$ cat src/rtl/demux1to2_stream.sv
// 1:2 stream demultiplexer: routes whole packets from one valid/ready input to one of two
// output channels, each buffered by a 2-entry FIFO so the consumers can stall independently.

module demux1to2_fifo2 #(
  parameter int W = 33
) (
  input  logic         clk,
  input  logic         rst_n,
  input  logic         push,
  input  logic [W-1:0] push_data,
  input  logic         pop_ready,
  output logic [W-1:0] head,
  output logic         valid,
  output logic         full
);

  logic [W-1:0] head_r;
  logic [W-1:0] tail_r;
  logic [W-1:0] head_nxt_s;
  logic [W-1:0] tail_nxt_s;
  logic [1:0]   count_r;
  logic [1:0]   count_nxt_s;
  logic         pop_s;

  assign pop_s = pop_ready & (count_r != 2'd0);
  assign head  = head_r;
  assign valid = (count_r != 2'd0);
  assign full  = (count_r == 2'd2);

  // Next head/tail/count; the head register always holds the oldest beat so outputs come straight from it.
  always_comb begin
    head_nxt_s  = head_r;
    tail_nxt_s  = tail_r;
    count_nxt_s = count_r;
    case (count_r)
      2'd0: begin
        if (push) begin
          head_nxt_s  = push_data;
          count_nxt_s = 2'd1;
        end else begin
          count_nxt_s = 2'd0;
        end
      end
      2'd1: begin
        if (push && pop_s) begin
          head_nxt_s  = push_data;
          count_nxt_s = 2'd1;
        end else if (push) begin
          tail_nxt_s  = push_data;
          count_nxt_s = 2'd2;
        end else if (pop_s) begin
          count_nxt_s = 2'd0;
        end else begin
          count_nxt_s = 2'd1;
        end
      end
      2'd2: begin
        if (pop_s) begin
          head_nxt_s = tail_r;
          if (push) begin
            tail_nxt_s  = push_data;
            count_nxt_s = 2'd2;
          end else begin
            count_nxt_s = 2'd1;
          end
        end else begin
          count_nxt_s = 2'd2;
        end
      end
      default: begin
        count_nxt_s = 2'd0;
      end
    endcase
  end

  // FIFO storage and occupancy registers.
  always_ff @(posedge clk or negedge rst_n) begin
    if (!rst_n) begin
      head_r  <= '0;
      tail_r  <= '0;
      count_r <= 2'd0;
    end else begin
      head_r  <= head_nxt_s;
      tail_r  <= tail_nxt_s;
      count_r <= count_nxt_s;
    end
  end

endmodule

module demux1to2_stream #(
  parameter int DATA_W = 32,
  parameter int CNT_W  = 16
) (
  input  logic              clk,
  input  logic              rst_n,
  input  logic [DATA_W-1:0] in_data,
  input  logic              in_valid,
  input  logic              in_last,
  input  logic              in_sel,
  output logic              in_ready,
  output logic [DATA_W-1:0] out0_data,
  output logic              out0_valid,
  output logic              out0_last,
  input  logic              out0_ready,
  output logic [DATA_W-1:0] out1_data,
  output logic              out1_valid,
  output logic              out1_last,
  input  logic              out1_ready,
  output logic [CNT_W-1:0]  cnt0,
  output logic [CNT_W-1:0]  cnt1,
  output logic              busy
);

  localparam int FW = DATA_W + 1;

  typedef enum logic [0:0] {
    IDLE  = 1'b0,
    ROUTE = 1'b1
  } state_t;

  state_t          state_r;
  state_t          state_nxt_s;
  logic            route_r;
  logic            route_nxt_s;
  logic            target_s;
  logic            accept_s;
  logic            push0_s;
  logic            push1_s;
  logic            full0_s;
  logic            full1_s;
  logic [FW-1:0]   head0_s;
  logic [FW-1:0]   head1_s;
  logic [CNT_W-1:0] cnt0_r;
  logic [CNT_W-1:0] cnt1_r;

  // The first beat of a packet follows in_sel; later beats follow the latched route.
  assign target_s = (state_r == IDLE) ? in_sel : route_r;
  assign in_ready = target_s ? ~full1_s : ~full0_s;
  assign accept_s = in_valid & in_ready;
  assign push0_s  = accept_s & ~target_s;
  assign push1_s  = accept_s & target_s;

  demux1to2_fifo2 #(.W(FW)) u_fifo0 (
    .clk       (clk),
    .rst_n     (rst_n),
    .push      (push0_s),
    .push_data ({in_last, in_data}),
    .pop_ready (out0_ready),
    .head      (head0_s),
    .valid     (out0_valid),
    .full      (full0_s)
  );

  demux1to2_fifo2 #(.W(FW)) u_fifo1 (
    .clk       (clk),
    .rst_n     (rst_n),
    .push      (push1_s),
    .push_data ({in_last, in_data}),
    .pop_ready (out1_ready),
    .head      (head1_s),
    .valid     (out1_valid),
    .full      (full1_s)
  );

  assign out0_data = head0_s[DATA_W-1:0];
  assign out0_last = head0_s[DATA_W];
  assign out1_data = head1_s[DATA_W-1:0];
  assign out1_last = head1_s[DATA_W];

  // Packet FSM: a multi-beat packet locks the route until its last beat is accepted.
  always_comb begin
    state_nxt_s = state_r;
    route_nxt_s = route_r;
    case (state_r)
      IDLE: begin
        if (accept_s && !in_last) begin
          state_nxt_s = ROUTE;
          route_nxt_s = in_sel;
        end else begin
          state_nxt_s = IDLE;
        end
      end
      ROUTE: begin
        if (accept_s && in_last) begin
          state_nxt_s = IDLE;
        end else begin
          state_nxt_s = ROUTE;
        end
      end
      default: begin
        state_nxt_s = IDLE;
      end
    endcase
  end

  // FSM state and route register.
  always_ff @(posedge clk or negedge rst_n) begin
    if (!rst_n) begin
      state_r <= IDLE;
      route_r <= 1'b0;
    end else begin
      state_r <= state_nxt_s;
      route_r <= route_nxt_s;
    end
  end

  // Per-channel accepted-beat counters, wrapping naturally.
  always_ff @(posedge clk or negedge rst_n) begin
    if (!rst_n) begin
      cnt0_r <= '0;
      cnt1_r <= '0;
    end else begin
      if (push0_s) begin
        cnt0_r <= cnt0_r + {{(CNT_W-1){1'b0}}, 1'b1};
      end
      if (push1_s) begin
        cnt1_r <= cnt1_r + {{(CNT_W-1){1'b0}}, 1'b1};
      end
    end
  end

  assign cnt0 = cnt0_r;
  assign cnt1 = cnt1_r;
  assign busy = (state_r == ROUTE);

endmodule

$ cat config.mk
export PLATFORM = sky130hd
export DESIGN_NAME = demux1to2_stream
export DESIGN_NICKNAME = d
export VERILOG_FILES = /design/src/rtl/demux1to2_stream.sv
export SDC_FILE = /design/constraint.sdc
export NUM_CORES = 1
export LEC_CHECK = 0
export CAP_MARGIN = 5
export CORE_UTILIZATION = 47
export CTS_BUF_LIST = sky130_fd_sc_hd__clkbuf_16
export CTS_CLUSTER_SIZE = 12
export DETAILED_ROUTE_END_ITERATION = 7
export PLACE_DENSITY_LB_ADDON = 0.3
export SYNTH_ARGS = -nofsm -noshare
export SYNTH_HDL_FRONTEND = slang
export SYNTH_HIERARCHICAL = 1
export SYNTH_SLANG_ARGS = --single-unit
export TNS_END_PERCENT = 50
$ cat constraint.sdc
create_clock -name clk -period 2.7 [get_ports clk]
set_clock_uncertainty 0.1 [all_clocks]
set_input_delay 0.54 -clock clk [delete_from_list [all_inputs] [get_ports clk]]
set_output_delay 0.54 -clock clk [all_outputs]
set_load 0.05 [all_outputs]
==> out/metrics.csv <==
stage,metric,value,unit
yosys,synth.avg_cell_area,14.93,um2
place,gp_congestion,0.7666,
power,power_frac_comb,48.3,%
layout,layout-area-overhead-vs-synth,31.39,%
yosys,synth_area,7672,um2
power,p_clk_share,18.5,%
yosys,synth.area.mux_share,30.25,%
global_route,overflow,0,
flow_run,drv_cap,0,
global_route,grt_first_pass_wirelength,26.22,mm
timing,setup_viol,0,
global_route,grt_antenna_before_repair,0,
layout,final_cell_mix,"mux2_2, dfrtp_1, clkdlybuf4s50_1, xnor2_1, clkbuf_16",
timing,worstMarginPinSlew,0.5915,ns
die,die_w,129.8,um
power,ir_worst_vdd,0.7272,mV
die,die_h,129.8,um
clock_tree,clk_path_buf_depth,2,
clock_tree,cts_hold_buf,0,
setup_path,cp.arrival,1.97,ns
setup_path,critical_path_class,register to output pin,
yosys,synthFlopType,dfrtp_1,
place,dp_hpwl,10.99,mm
drt,ant_nets,0,
drt,wl,16.01,mm
yosys,synth_compound_area_share,1.973,%
layout,nFillCells,1233,
setup_path,required,2.06,ns
setup_path,critPathMaxFanout,6,
clock_tree,post_cts_buffers,0,
drt,wl_per_cell,17.71,um
yosys,syn_nets,557,
drt,drt_pass1_iterations,4,
yosys,synth.distinct_cells,40,
clock_tree,clkSlewWorstSetupHoldPaths,0.06,ns
setup_path,end_kind,output pin,
timing,min_period,2.611,ns
clock_tree,root_buffer,clkbuf_16,
layout,nNetsFinal,720,
drt,drc_errors,0,
layout,final_util,63.46,%
die,dieArea,16840,um2
clock_tree,htree_levels,4,
die,fp-row-count,46,
power,p_switching,5.271,mW
timing,hold_viol,0,
yosys,synth_top_family_by_area,multiplexers,
timing,fmax,0.3830,GHz
yosys,synth_edf_count,0,
yosys,seq_area_frac_synth,55.45,%
place,port_buffers,140,
yosys,synth_adder_area_share,0.6523,%
layout,layout_commonest_cell,mux2_2,
die,core-area,15890,um2
drt,drt_iter0_markers,175,
setup_path,rrSetupSlack,0.20,ns
layout,diodes,0,
die,io_pins,141,
clock_tree,cts_resized,0,
drt,via_per_inst,5.197,
clock_tree,cts_tree,built,
global_route,track_usage,20.48,%
setup_path,critPathLaunchType,register,
power,p_leak,4.240,nW
die,start_util,48.30,%
yosys,yosysWarningCount,6,
global_route,grt_pass1_vias,4997,
status,status,"finished, final reports clean",
power,powerDensity,1314,nW/um2
yosys,synth_xor_area_share,3.425,%
yosys,ys_seq_elements,170,
power,p_int,7.979,mW
timing,post-route-period-util,96.71,%
min_path,hold_class,input port to asynchronous set/reset pin,
global_route,grt_max_degree,61,
drt,dr_total_vias,4698,
power,pwr-share-seq,33.2,%
yosys,synthCells,514,
layout,layout-drive-gt1-share,36.92,%
yosys,synth-simple-area-share,5.708,%
yosys,synthArstFlopShare,100.0,%
timing,slew_headroom,60.57,%
timing,tns,0,ns
timing,timing.final.max_slew_violations,0,
timing,rsz0062_at_grt,no,
power,p_sw_share,39.78,%
clock_tree,cts.sinks,170,
clock_tree,cts_buffers,17,
clock_tree,clk_latency,0.42,ns
-- synth_stat cells (3+ instances only) --
master	count	area, um2
mux2_2	185	2083
dfrtp_1	170	4254
xnor2_1	20	175.2
mux2_1	16	180.2
nand2_1	15	56.30
nand4_1	10	62.56
xor2_1	10	87.58
buf_4	8	60.06
inv_1	8	30.03
nand3_1	7	35.03
buf_6	6	67.56
buf_2	5	25.02
ha_1	4	50.05
and3_1	3	18.77
nor2_1	3	11.26
nor2b_1	3	18.77
nor3_1	3	15.01
nor4_1	3	18.77
-- flip-flops by register name, indices dropped and copies added (netlist names), 2 cells and up, named ones only --
name	flops
u_fifo1/tail_r	33
u_fifo1/head	33
u_fifo0/head	33
cnt1	16
u_fifo0/tail_r	33
u_fifo1/count_r	2
cnt0	16
u_fifo0/count_r	2
-- critical path, stage by stage (launching register included) --
cell and delay (ns):
dfrtp_1 0.48, or2_2 0.34, clkdlybuf4s50_1 0.73
-- stage by stage --
step / power [mW] / std cells / hold WS [ns] / area (um2) / setup WS [ns]
2_1_floorplan: 8.725 / 514 / 0.1444 / 7675 / 0.01937
3_5_place_dp: 10.88 / 874 / 0.3673 / 9490 / -0.05605
4_1_cts: 13.37 / 904 / 0.02166 / 10080 / 0.01961
6_report: 13.25 / 904 / 0.006100 / 10080 / 0.08894
3_3_place_gp: 10.68 / 874 / 0.3589 / 9490 / -0.005229
5_1_grt: 13.88 / 904 / 0.04622 / 10080 / 0.03187
-- layout make-up --
type	count	area, um2	share of cell area, %
Timing Repair Buffer	163	1702	16.88
Tap cell	216	270.3	2.681
Multi-Input combinational cell	315	3226	32.00
Clock inverter	13	161.4	1.601
Clock buffer	17	425.4	4.220
Sequential cell	170	4254	42.20
Inverter	10	42.54	0.4220
-- power groups by stage --
stage / logic, mW / registers [mW] / clock network [mW]
finish: 6.40 / 4.40 / 2.45
CTS: 6.47 / 4.41 / 2.50
global route: 6.72 / 4.56 / 2.61
detailed placement: 6.44 / 4.43 / 0
floorplan: 2.39 / 6.34 / 0
global placement: 6.31 / 4.38 / 0
-- routing by layer --
metal	vias to the layer above	share of wire, %	global-route usage [%]
met3	14	4.5	4.838
met2	102	50	33.88
met4	0	1.1	6.772
met5	-	0	0
li1	2172	-	-
met1	2410	44	26.63
-- final timing paths --
| kind | depth (start not counted) | to | start |
|---|---|---|---|
| setup / recovery | 2 | out1_valid | u_fifo1/count_r[1]$_DFF_PN0_ |
| hold / removal | 1 | u_fifo0/head[8]$_DFFE_PN0P_ | rst_n |
| setup reg to reg | 9 | u_fifo0/tail_r[9]$_DFFE_PN0P_ | u_fifo0/count_r[1]$_DFF_PN0_ |
| hold reg to reg | 1 | cnt1[15]$_DFFE_PN0P_ | cnt1[15]$_DFFE_PN0P_ |
| max in group asynchronous | 2 | u_fifo1/tail_r[2]$_DFFE_PN0P_ | rst_n |
| min in group clk | 1 | cnt1[15]$_DFFE_PN0P_ | cnt1[15]$_DFFE_PN0P_ |
-- logic make-up (layout without fill, tap and decap cells) --
logic type | Yosys count | count (layout)
and+or+nand+nor | 66 | 66
muxes | 205 | 205
adders and majority gates | 4 | 4
xor gates and xnor gates | 30 | 30
AOI/OAI and AO/OA | 10 | 10
buffers and inverters | 29 | 203
DFF | 170 | 170
Power figures use the tool's default switching activity.
